File: src/rtl/aes_pkg.sv
// rtl/aes_pkg.sv - shared AES widths and the round-key slice helper
package aes_pkg;

  localparam int AES_BLK_W     = 128;
  localparam int ARK_RND_W     = 4;
  localparam int AES_NR_MAX    = 14;
  localparam int AES_KEY_MAX_W = AES_BLK_W * (AES_NR_MAX + 1);

  // key is the expanded key right-aligned in the widest bus; round 0 is the top slice
  function automatic logic [AES_BLK_W-1:0] ark_key_sel(
    input logic [AES_KEY_MAX_W-1:0] key,
    input logic [ARK_RND_W-1:0]     r,
    input int                       nr
  );
    return key[AES_BLK_W * (nr - int'(r)) +: AES_BLK_W];
  endfunction

endpackage

File: src/rtl/ark_lane.sv
// rtl/ark_lane.sv - one 128-bit AddRoundKey lane
module ark_lane
  import aes_pkg::*;
(
  input  logic [AES_BLK_W-1:0] state,
  input  logic [AES_BLK_W-1:0] round_key,
  output logic [AES_BLK_W-1:0] result
);

  assign result = state ^ round_key;

endmodule

File: src/rtl/addroundkey_stage.sv
// rtl/addroundkey_stage.sv - registered handshaked AddRoundKey stage with auto/manual round select
// ARK_ROUND_CHECK_EN adds out_err and passes out-of-range rounds through unmodified
module addroundkey_stage
  import aes_pkg::*;
#(
  parameter int NR    = 10,
  parameter int LANES = 1
) (
  input  logic                           clk,
  input  logic                           rst,
  input  logic                           round_auto,
  input  logic                           in_valid,
  output logic                           in_ready,
  input  logic [AES_BLK_W*LANES-1:0]     in_state,
  input  logic [ARK_RND_W-1:0]           in_round,
  input  logic                           in_first,
  input  logic [AES_BLK_W*(NR+1)-1:0]    key,
  output logic                           out_valid,
  input  logic                           out_ready,
  output logic [AES_BLK_W*LANES-1:0]     out_state,
  output logic [ARK_RND_W-1:0]           out_round,
  output logic                           out_last
`ifdef ARK_ROUND_CHECK_EN
  ,
  output logic                           out_err
`endif
);

  localparam int                   W      = AES_BLK_W * LANES;
  localparam logic [ARK_RND_W-1:0] NR_IDX = ARK_RND_W'(NR);

  logic [ARK_RND_W-1:0]     cnt;
  logic [ARK_RND_W-1:0]     r_sel;
  logic [ARK_RND_W-1:0]     r_key;
  logic                     over;
  logic                     accept;
  logic [AES_KEY_MAX_W-1:0] key_ext;
  logic [AES_BLK_W-1:0]     round_key;
  logic [W-1:0]             xored;
  logic [W-1:0]             state_d;
  logic [ARK_RND_W-1:0]     round_d;
  logic                     last_d;
`ifdef ARK_ROUND_CHECK_EN
  logic                     err_d;
`endif

  assign in_ready = !out_valid || out_ready;
  assign accept   = in_valid && in_ready;
  assign key_ext  = AES_KEY_MAX_W'(key);

  // the counter never exceeds NR, so only manual rounds can be out of range
  always_comb begin
    r_sel = round_auto ? (in_first ? '0 : cnt) : in_round;
    over  = r_sel > NR_IDX;
    r_key = over ? NR_IDX : r_sel;
  end

  assign round_key = ark_key_sel(key_ext, r_key, NR);

  for (genvar k = 0; k < LANES; k++) begin : g_lane
    ark_lane u_lane (
      .state     (in_state[AES_BLK_W*k +: AES_BLK_W]),
      .round_key (round_key),
      .result    (xored[AES_BLK_W*k +: AES_BLK_W])
    );
  end

  always_comb begin
    state_d = xored;
    round_d = r_key;
    last_d  = (r_key == NR_IDX);
`ifdef ARK_ROUND_CHECK_EN
    err_d   = 1'b0;
    if (over) begin
      state_d = in_state;
      round_d = in_round;
      last_d  = 1'b0;
      err_d   = 1'b1;
    end
`endif
  end

  always_ff @(posedge clk) begin
    if (!rst) begin
      out_valid <= 1'b0;
      out_state <= '0;
      out_round <= '0;
      out_last  <= 1'b0;
      cnt       <= '0;
`ifdef ARK_ROUND_CHECK_EN
      out_err   <= 1'b0;
`endif
    end else begin
      if (accept) begin
        out_valid <= 1'b1;
        out_state <= state_d;
        out_round <= round_d;
        out_last  <= last_d;
`ifdef ARK_ROUND_CHECK_EN
        out_err   <= err_d;
`endif
        if (round_auto) begin
          cnt <= (r_sel == NR_IDX) ? '0 : r_sel + 1'b1;
        end
      end else if (out_ready) begin
        out_valid <= 1'b0;
      end
    end
  end

endmodule

File: config.mk
export PLATFORM = sky130hd
export DESIGN_NAME = addroundkey_stage
export DESIGN_NICKNAME = d
export VERILOG_FILES = /design/src/rtl/aes_pkg.sv /design/src/rtl/ark_lane.sv /design/src/rtl/addroundkey_stage.sv
export SDC_FILE = /design/constraint.sdc
export NUM_CORES = 1
export LEC_CHECK = 0
export BUFFER_PORTS_ARGS = -buffer_cell sky130_fd_sc_hd__buf_4
export CAP_MARGIN = 0
export CORE_AREA = 4 4 659 661
export DETAILED_ROUTE_END_ITERATION = 8
export DIE_AREA = 0 0 663 665
export HOLD_SLACK_MARGIN = 0.12
export PLACE_DENSITY_LB_ADDON = 0.15
export SLEW_MARGIN = 20
export SYNTH_ARGS = -nofsm -noshare
export SYNTH_HDL_FRONTEND = slang
export SYNTH_HIERARCHICAL = 1
export SYNTH_SLANG_ARGS = --single-unit
File: constraint.sdc
create_clock -name clk -period 8.02 [get_ports clk]
set_clock_uncertainty 0.05 [all_clocks]
set_input_delay 0.401 -clock clk [delete_from_list [all_inputs] [get_ports clk]]
set_output_delay 0.401 -clock clk [all_outputs]
set_load 0.02 [all_outputs]
# ---- Word-level counts from Yosys, hierarchy flattened
# Index checks and enable logic that the tools add are counted.
dict set report totals {
  out_inout_bits 135
  regBits 138
  in_bits 1546
}
dict set report classes {
  muxes 6
  bitwise 1
  reduce_logical 5
  shift 1
  add_sub_neg 2
  n_lt_le_gt_ge 1
  eq_ne 2
}
# op count
set op_table {}
lappend op_table {{1920-bit by 12-bit indexed part select with 128-bit output} 1}
lappend op_table {{128-bit XOR} 1}
lappend op_table {{4-bit two-way mux} 4}
lappend op_table {{4-bit equality test, second input constant} 2}
lappend op_table {{4-bit by 4-bit subtractor with 5-bit output, first input constant} 1}
lappend op_table {{4-bit by 1-bit adder with 4-bit output, second input constant} 1}
lappend op_table {{4-bit greater-than comparator, second input constant} 1}
lappend op_table {{1-bit two-way mux} 2}
lappend op_table {{2-bit AND reduction} 1}
lappend op_table {{2-bit nonzero test} 1}
lappend op_table {{1-bit logical AND} 1}
lappend op_table {{1-bit zero test} 1}
lappend op_table {{1-bit logical OR} 1}

# ---- Longest topological paths before layout
dict set report depth {
  depth_word 7
  mapped_depth 20
  ltp_nobuf 15
}

# ---- Modules after synthesis
# The synthesis kept the hierarchy.
# module cells_each instances seq_area_each_um2 area_per_inst_um2
set by_module_without_submodules {}
lappend by_module_without_submodules {addroundkey_stage 2443 1 2762.6 18177.4}
lappend by_module_without_submodules {ark_lane 128 1 0.0 1121.1}

# ---- Worst setup path after synthesis
# OpenSTA, ideal clock, no wires.
dict set report synth_path {
  path_kind {in2reg}
  from {in round_auto}
  to {reg out_state[100]}
  path_buffers 7
  t_arrival_ns 3.476
  path_slack_ns 4.418
  setup_time_ns 0.076
  t_required_ns 7.894
  path_stages 19
  path_cell_list {buf_6 > buf_6 > mux2_4 > o21ai_2 > nand2_1 > inv_1 > buf_2 > buf_2 > ha_1 > clkbuf_1 > inv_1 > nor2_1 > clkbuf_1 > clkbuf_1 > a21oi_1 > o22a_1 > xor2_1 > nand2_1 > a21boi_0}
}
dict set report synth_via {
  elab_chain_cells 6
}
# item line
set synth_lines {}
lappend synth_lines {{start, declared} addroundkey_stage.sv:11} ;# input logic round_auto,
lappend synth_lines {{4-bit two-way mux *} addroundkey_stage.sv:53} ;# r_sel = round_auto ? (in_first ? '0 : cnt) : in_round;
lappend synth_lines {{4-bit greater-than comparator} addroundkey_stage.sv:54} ;# over = r_sel > NR_IDX;
lappend synth_lines {{4-bit two-way mux *} addroundkey_stage.sv:55} ;# r_key = over ? NR_IDX : r_sel;
lappend synth_lines {{named net r_key[0]} addroundkey_stage.sv:34} ;# logic [ARK_RND_W-1:0] r_key;
lappend synth_lines {{4-bit by 4-bit subtractor with 5-bit output *} aes_pkg.sv:15} ;# return key[AES_BLK_W * (nr - int'(r)) +: AES_BLK_W];
lappend synth_lines {{1920-bit by 12-bit indexed part select with 128-bit output *} aes_pkg.sv:15}
lappend synth_lines {{named net round_key[100]} addroundkey_stage.sv:38} ;# logic [AES_BLK_W-1:0] round_key;
lappend synth_lines {{128-bit XOR *} ark_lane.sv:10} ;# assign result = state ^ round_key;
lappend synth_lines {{named net state_d[100]} addroundkey_stage.sv:40} ;# logic [W-1:0] state_d;
lappend synth_lines {{end signal, assigned} addroundkey_stage.sv:96} ;# out_state <= state_d;
lappend synth_lines {{end, declared} addroundkey_stage.sv:20} ;# output logic [AES_BLK_W*LANES-1:0] out_state,
# The timed path passes the listed nets; every way through them passes the cells marked *.
# A chain may end at the register's enable or synchronous reset.

# ---- Final worst setup path
dict set report layout_path {
  from {reg cnt[0]}
  to {reg out_state[109]}
}
dict set report layout_via {
  elab_chain_cells 7
}
# item line
set layout_lines {}
lappend layout_lines {{start, declared} addroundkey_stage.sv:32} ;# logic [ARK_RND_W-1:0] cnt;
lappend layout_lines {{start signal, assigned} addroundkey_stage.sv:103} ;# cnt <= (r_sel == NR_IDX) ? '0 : r_sel + 1'b1;
lappend layout_lines {{4-bit two-way mux * (2 in a row)} addroundkey_stage.sv:53}
lappend layout_lines {{4-bit greater-than comparator} addroundkey_stage.sv:54}
lappend layout_lines {{4-bit two-way mux *} addroundkey_stage.sv:55}
lappend layout_lines {{4-bit by 4-bit subtractor with 5-bit output *} aes_pkg.sv:15}
lappend layout_lines {{1920-bit by 12-bit indexed part select with 128-bit output *} aes_pkg.sv:15}
lappend layout_lines {{named net round_key[109]} addroundkey_stage.sv:38}
lappend layout_lines {{128-bit XOR *} ark_lane.sv:10}
lappend layout_lines {{named net state_d[109]} addroundkey_stage.sv:40}
# Marked as above.

==> summary.txt <==
Setup path
  • Endpoint class of the critical path: flop
  • Required time reported for the critical path endpoint: 8.48 ns
  • Worst-path maximum fanout: 101
  • Beginning of the worst register-to-register path: cnt[0]
  • Path depth of the worst reg2reg path: 13
  • FF-to-FF setup slack: 2.32 ns
  • Reg2reg end: out_state[109]
  • Crit path kind: reg -> reg
  • Crit path launch type: flop
  • WP data arrival: 6.17 ns
  • Crit path launch: cnt[0]

Floorplan
  • Overall die width: 663 um
  • Ports placed on the boundary: 1681
  • Effective utilization at floorplan: 0.04498
  • Die area: 440900 um2
  • Placeable core area: 429100 um2
  • Number of standard-cell rows in the floorplan: 241
  • Die span in y: 665 um

Routing
  • Routed Antenna Nets: 0
  • Number of DRC violations after detailed routing: 0
  • Initial DRT Pass Iterations: 5
  • Total wire length after detailed routing: 345300 um
  • Wirelength per Cell: 34.78 um
  • DR vias/cell: 3.037
  • Via count: 30150
  • Number of DRC violations after detailed-routing iteration 0: 2146

Layout
  • Filler cell count: 50210
  • Most frequent standard cell in the layout excluding fill and tap cells: sky130_fd_sc_hd__buf_4
  • Area added between synthesis and finish: 111.0%
  • Leading cell types in the layout, fill and taps excluded: sky130_fd_sc_hd__buf_4, sky130_fd_sc_hd__mux2i_1, sky130_fd_sc_hd__nand2_1, sky130_fd_sc_hd__a21oi_1, sky130_fd_sc_hd__a221oi_1
  • Fraction of final layout cells with drive strength greater than 1: 0.4352
  • Final nets: 5722
  • Final std cell area, no fill: 40720 um2
  • Core utilization of the finished layout: 0.09490

Synthesis
  • Post-Syn Area: 19300 um2
  • Dominant combinational cell family by area after synthesis: compound AO/OA/AOI/OAI gates
  • Number of synthesized flops with an enable pin: 0
  • Compound-Gate Fraction of Synth Area: 0.3359
  • Asr flop ratio synth: 0
  • Mean cell area of the mapped netlist: 7.506 um2
  • Multiplexer share of the synthesized area: 0.2681
  • Post-Synth XOR/XNOR Area: 0.05893
  • Cells after Synth: 2571
  • Simple-gate area share of the yosys netlist: 0.1194
  • Share of the yosys chip area belonging to registers: 0.1432
  • Arithmetic-cell share of the synthesized area counting full adders, half adders and majority gates: 0.001297
  • Number of different library cells in the post-synthesis netlist: 46
  • Post-synthesis sequential element count: 138
  • Dominant register cell in the synthesized netlist: sky130_fd_sc_hd__dfxtp_1
  • Syn Nets: 4119
  • Yosys warning count: 6

Power and ir drop
  • Power density normalized to cell area: 132.9 nW/um2
  • Cell Int Power: 2.717 mW
  • Part of the power in combinational logic: 0.632
  • Switching fraction of total power: 0.4979
  • Fraction of power consumed by sequential logic: 0.155
  • Switching power: 2.694 mW
  • Leakage: 17.32 nW
  • Maximum VDD drop: 0.00009472 V
  • Final Total Pwr: 5.411 mW
  • Proportion of power drawn by the clock network: 0.213

Timing
  • Max Freq: 0.1753 GHz
  • Transition time at the pin with the least slew margin: 1.186 ns
  • Final number of setup-violating endpoints: 0
  • Minimum clock period after layout: 5.704 ns
  • Final hold slack: 0.1967 ns
  • Total negative setup slack: 0 ns
  • Final hold violations: 0
  • Count of pins over their slew limit: 0
  • Unrepaired setup endpoints after global routing: no
  • Final period utilization: 0.7112
  • Max transition margin: 0.1867

Clock tree
  • H-Tree Level Count: 4
  • Clock Pin Slew Worst Setup and Hold Paths: 0.08 ns
  • TritonCTS clock tree: yes
  • CTS Buffer Depth: 3
  • Root Driver: sky130_fd_sc_hd__clkbuf_16
  • Sinks on the clock net: 138
  • Clk_lat worst skew: 0.59 ns
  • Post CTS Setup Buffer Count: 0
  • Number of buffers inserted during clock tree synthesis: 21
  • Post-cts resize count: 0

Worst hold path
  • Min-delay worst type: in -> reg
  • HP Start: in_state[39]
  • Hold path endpoint: out_state[39]
  • Depth of the worst hold-timing path: 4

Placement
  • Final GP Congestion: 0.9332
  • HPWL after detailed placement: 302500 um
  • Total placed instance area: 38710 um2
  • Quantity of I/O buffers inserted on ports: 1680

GRT
  • Initial antenna violation count: 252
  • Number of global-route vias before repair: 30840
  • Leftover overflow at the end of global routing: 0
  • First-pass GRT wire length: 415500 um
  • Pin count of the biggest net entering global routing: 102
  • Aggregate global-route resource usage: 0.1494

Status
  • Run status: completed

Flow run
  • Max cap viols: 0
-- logic make-up after synthesis --
| kind of cell | after synthesis |
|---|---|
| compound gates | 930 |
| xor+xnor | 129 |
| fa+ha+maj | 2 |
| buf+inv | 305 |
| flops | 138 |
| mux | 516 |
| simple gates | 551 |
-- layout make-up --
cell class | instances | area [um2] | area share
Inverter | 3 | 18.77 | 0.0004609
Sequential cell | 138 | 2763 | 0.06784
Clock inverter | 8 | 100.1 | 0.002458
Tap cell | 5710 | 7144 | 0.1754
Multi-Input combinational cell | 2128 | 15290 | 0.3754
Antenna cell | 35 | 87.58 | 0.002151
Timing Repair Buffer | 1882 | 14740 | 0.3620
Clock buffer | 25 | 580.6 | 0.01426
-- metrics by stage --
| stage | worst slack [ns] | cells |
|---|---|---|
| 6_report | 2.316 | 9929 |
| 5_1_grt | 1.730 | 9906 |
| 4_1_cts | 1.924 | 9894 |
| 3_5_place_dp | 1.751 | 9737 |
| 3_3_place_gp | 1.726 | 9734 |
| 2_1_floorplan | 4.418 | 2571 |
-- layer usage --
| layer | GRT usage | routed length, um | up-vias |
|---|---|---|---|
| met1 | 0.1563 | 125400 | 14830 |
| met5 | 0 | 1089 | - |
| li1 | - | - | 13000 |
| met2 | 0.2743 | 176400 | 1668 |
| met3 | 0.07059 | 35960 | 479 |
| met4 | 0.02244 | 6533 | 168 |
-- sequential cells by signal, summed over array words and instances (netlist names) --
register / cells
out_last: 1
out_state: 128
out_round: 4
out_valid: 1
cnt: 4
-- critical path, stage by stage, from the launching register on --
cell	delay [ns]
sky130_fd_sc_hd__dfxtp_1	0.37
sky130_fd_sc_hd__nor2b_1	0.38
sky130_fd_sc_hd__mux2_8	0.61
sky130_fd_sc_hd__nand2_4	0.40
sky130_fd_sc_hd__inv_8	0.41
sky130_fd_sc_hd__ha_1	0.50
sky130_fd_sc_hd__nand3_1	0.21
sky130_fd_sc_hd__o21a_4	0.30
sky130_fd_sc_hd__buf_12	0.28
sky130_fd_sc_hd__a221oi_1	0.94
sky130_fd_sc_hd__o22a_1	0.28
sky130_fd_sc_hd__xor2_1	0.34
sky130_fd_sc_hd__nand2_1	0.09
sky130_fd_sc_hd__a21boi_0	0.16
-- synth_stat cells (all sizes together), types with 3 or more instances --
cell type	count	area, um2
clkbuf	200	750.7
o211a	3	30.03
nand2b	3	18.77
a21boi	130	975.9
xor2	128	1121
o22a	127	1112
a21oi	261	1306
o21ai	137	689.4
mux2i	512	5125
a221oi	256	2242
buf	102	650.6
dfxtp	138	2763
nand3	131	655.6
nand2	395	1483
inv	3	11.26
nor2b	6	37.54
mux2	4	48.79
a22oi	3	22.52
and2	6	40.04
-- power by group through the flow --
| stage | combinational (mW) | clock, mW | sequential [mW] |
|---|---|---|---|
| floorplan | 1.38 | 0 | 0.908 |
| global placement | 3.46 | 0 | 0.856 |
| detailed placement | 3.45 | 0 | 0.856 |
| CTS | 3.53 | 1.27 | 0.842 |
| global route | 3.64 | 1.26 | 0.847 |
| finish | 3.42 | 1.15 | 0.837 |
-- how the worst max path moves through the flow --
stage / slack (ns) / end
floorplan: 4.42 / out_state[100]
global placement: 1.73 / out_state[127]
detailed placement: 1.75 / out_state[109]
CTS: 1.92 / out_state[109]
global route: 1.73 / out_state[109]
finish: 2.32 / out_state[109]
-- what timing repair did --
item	in CTS	in global routing
endpoints found under the hold margin	124	0
setup endpoints to repair	0	0
hold buffers	124	0
No activity file was read; power rests on OpenSTA's default activity.
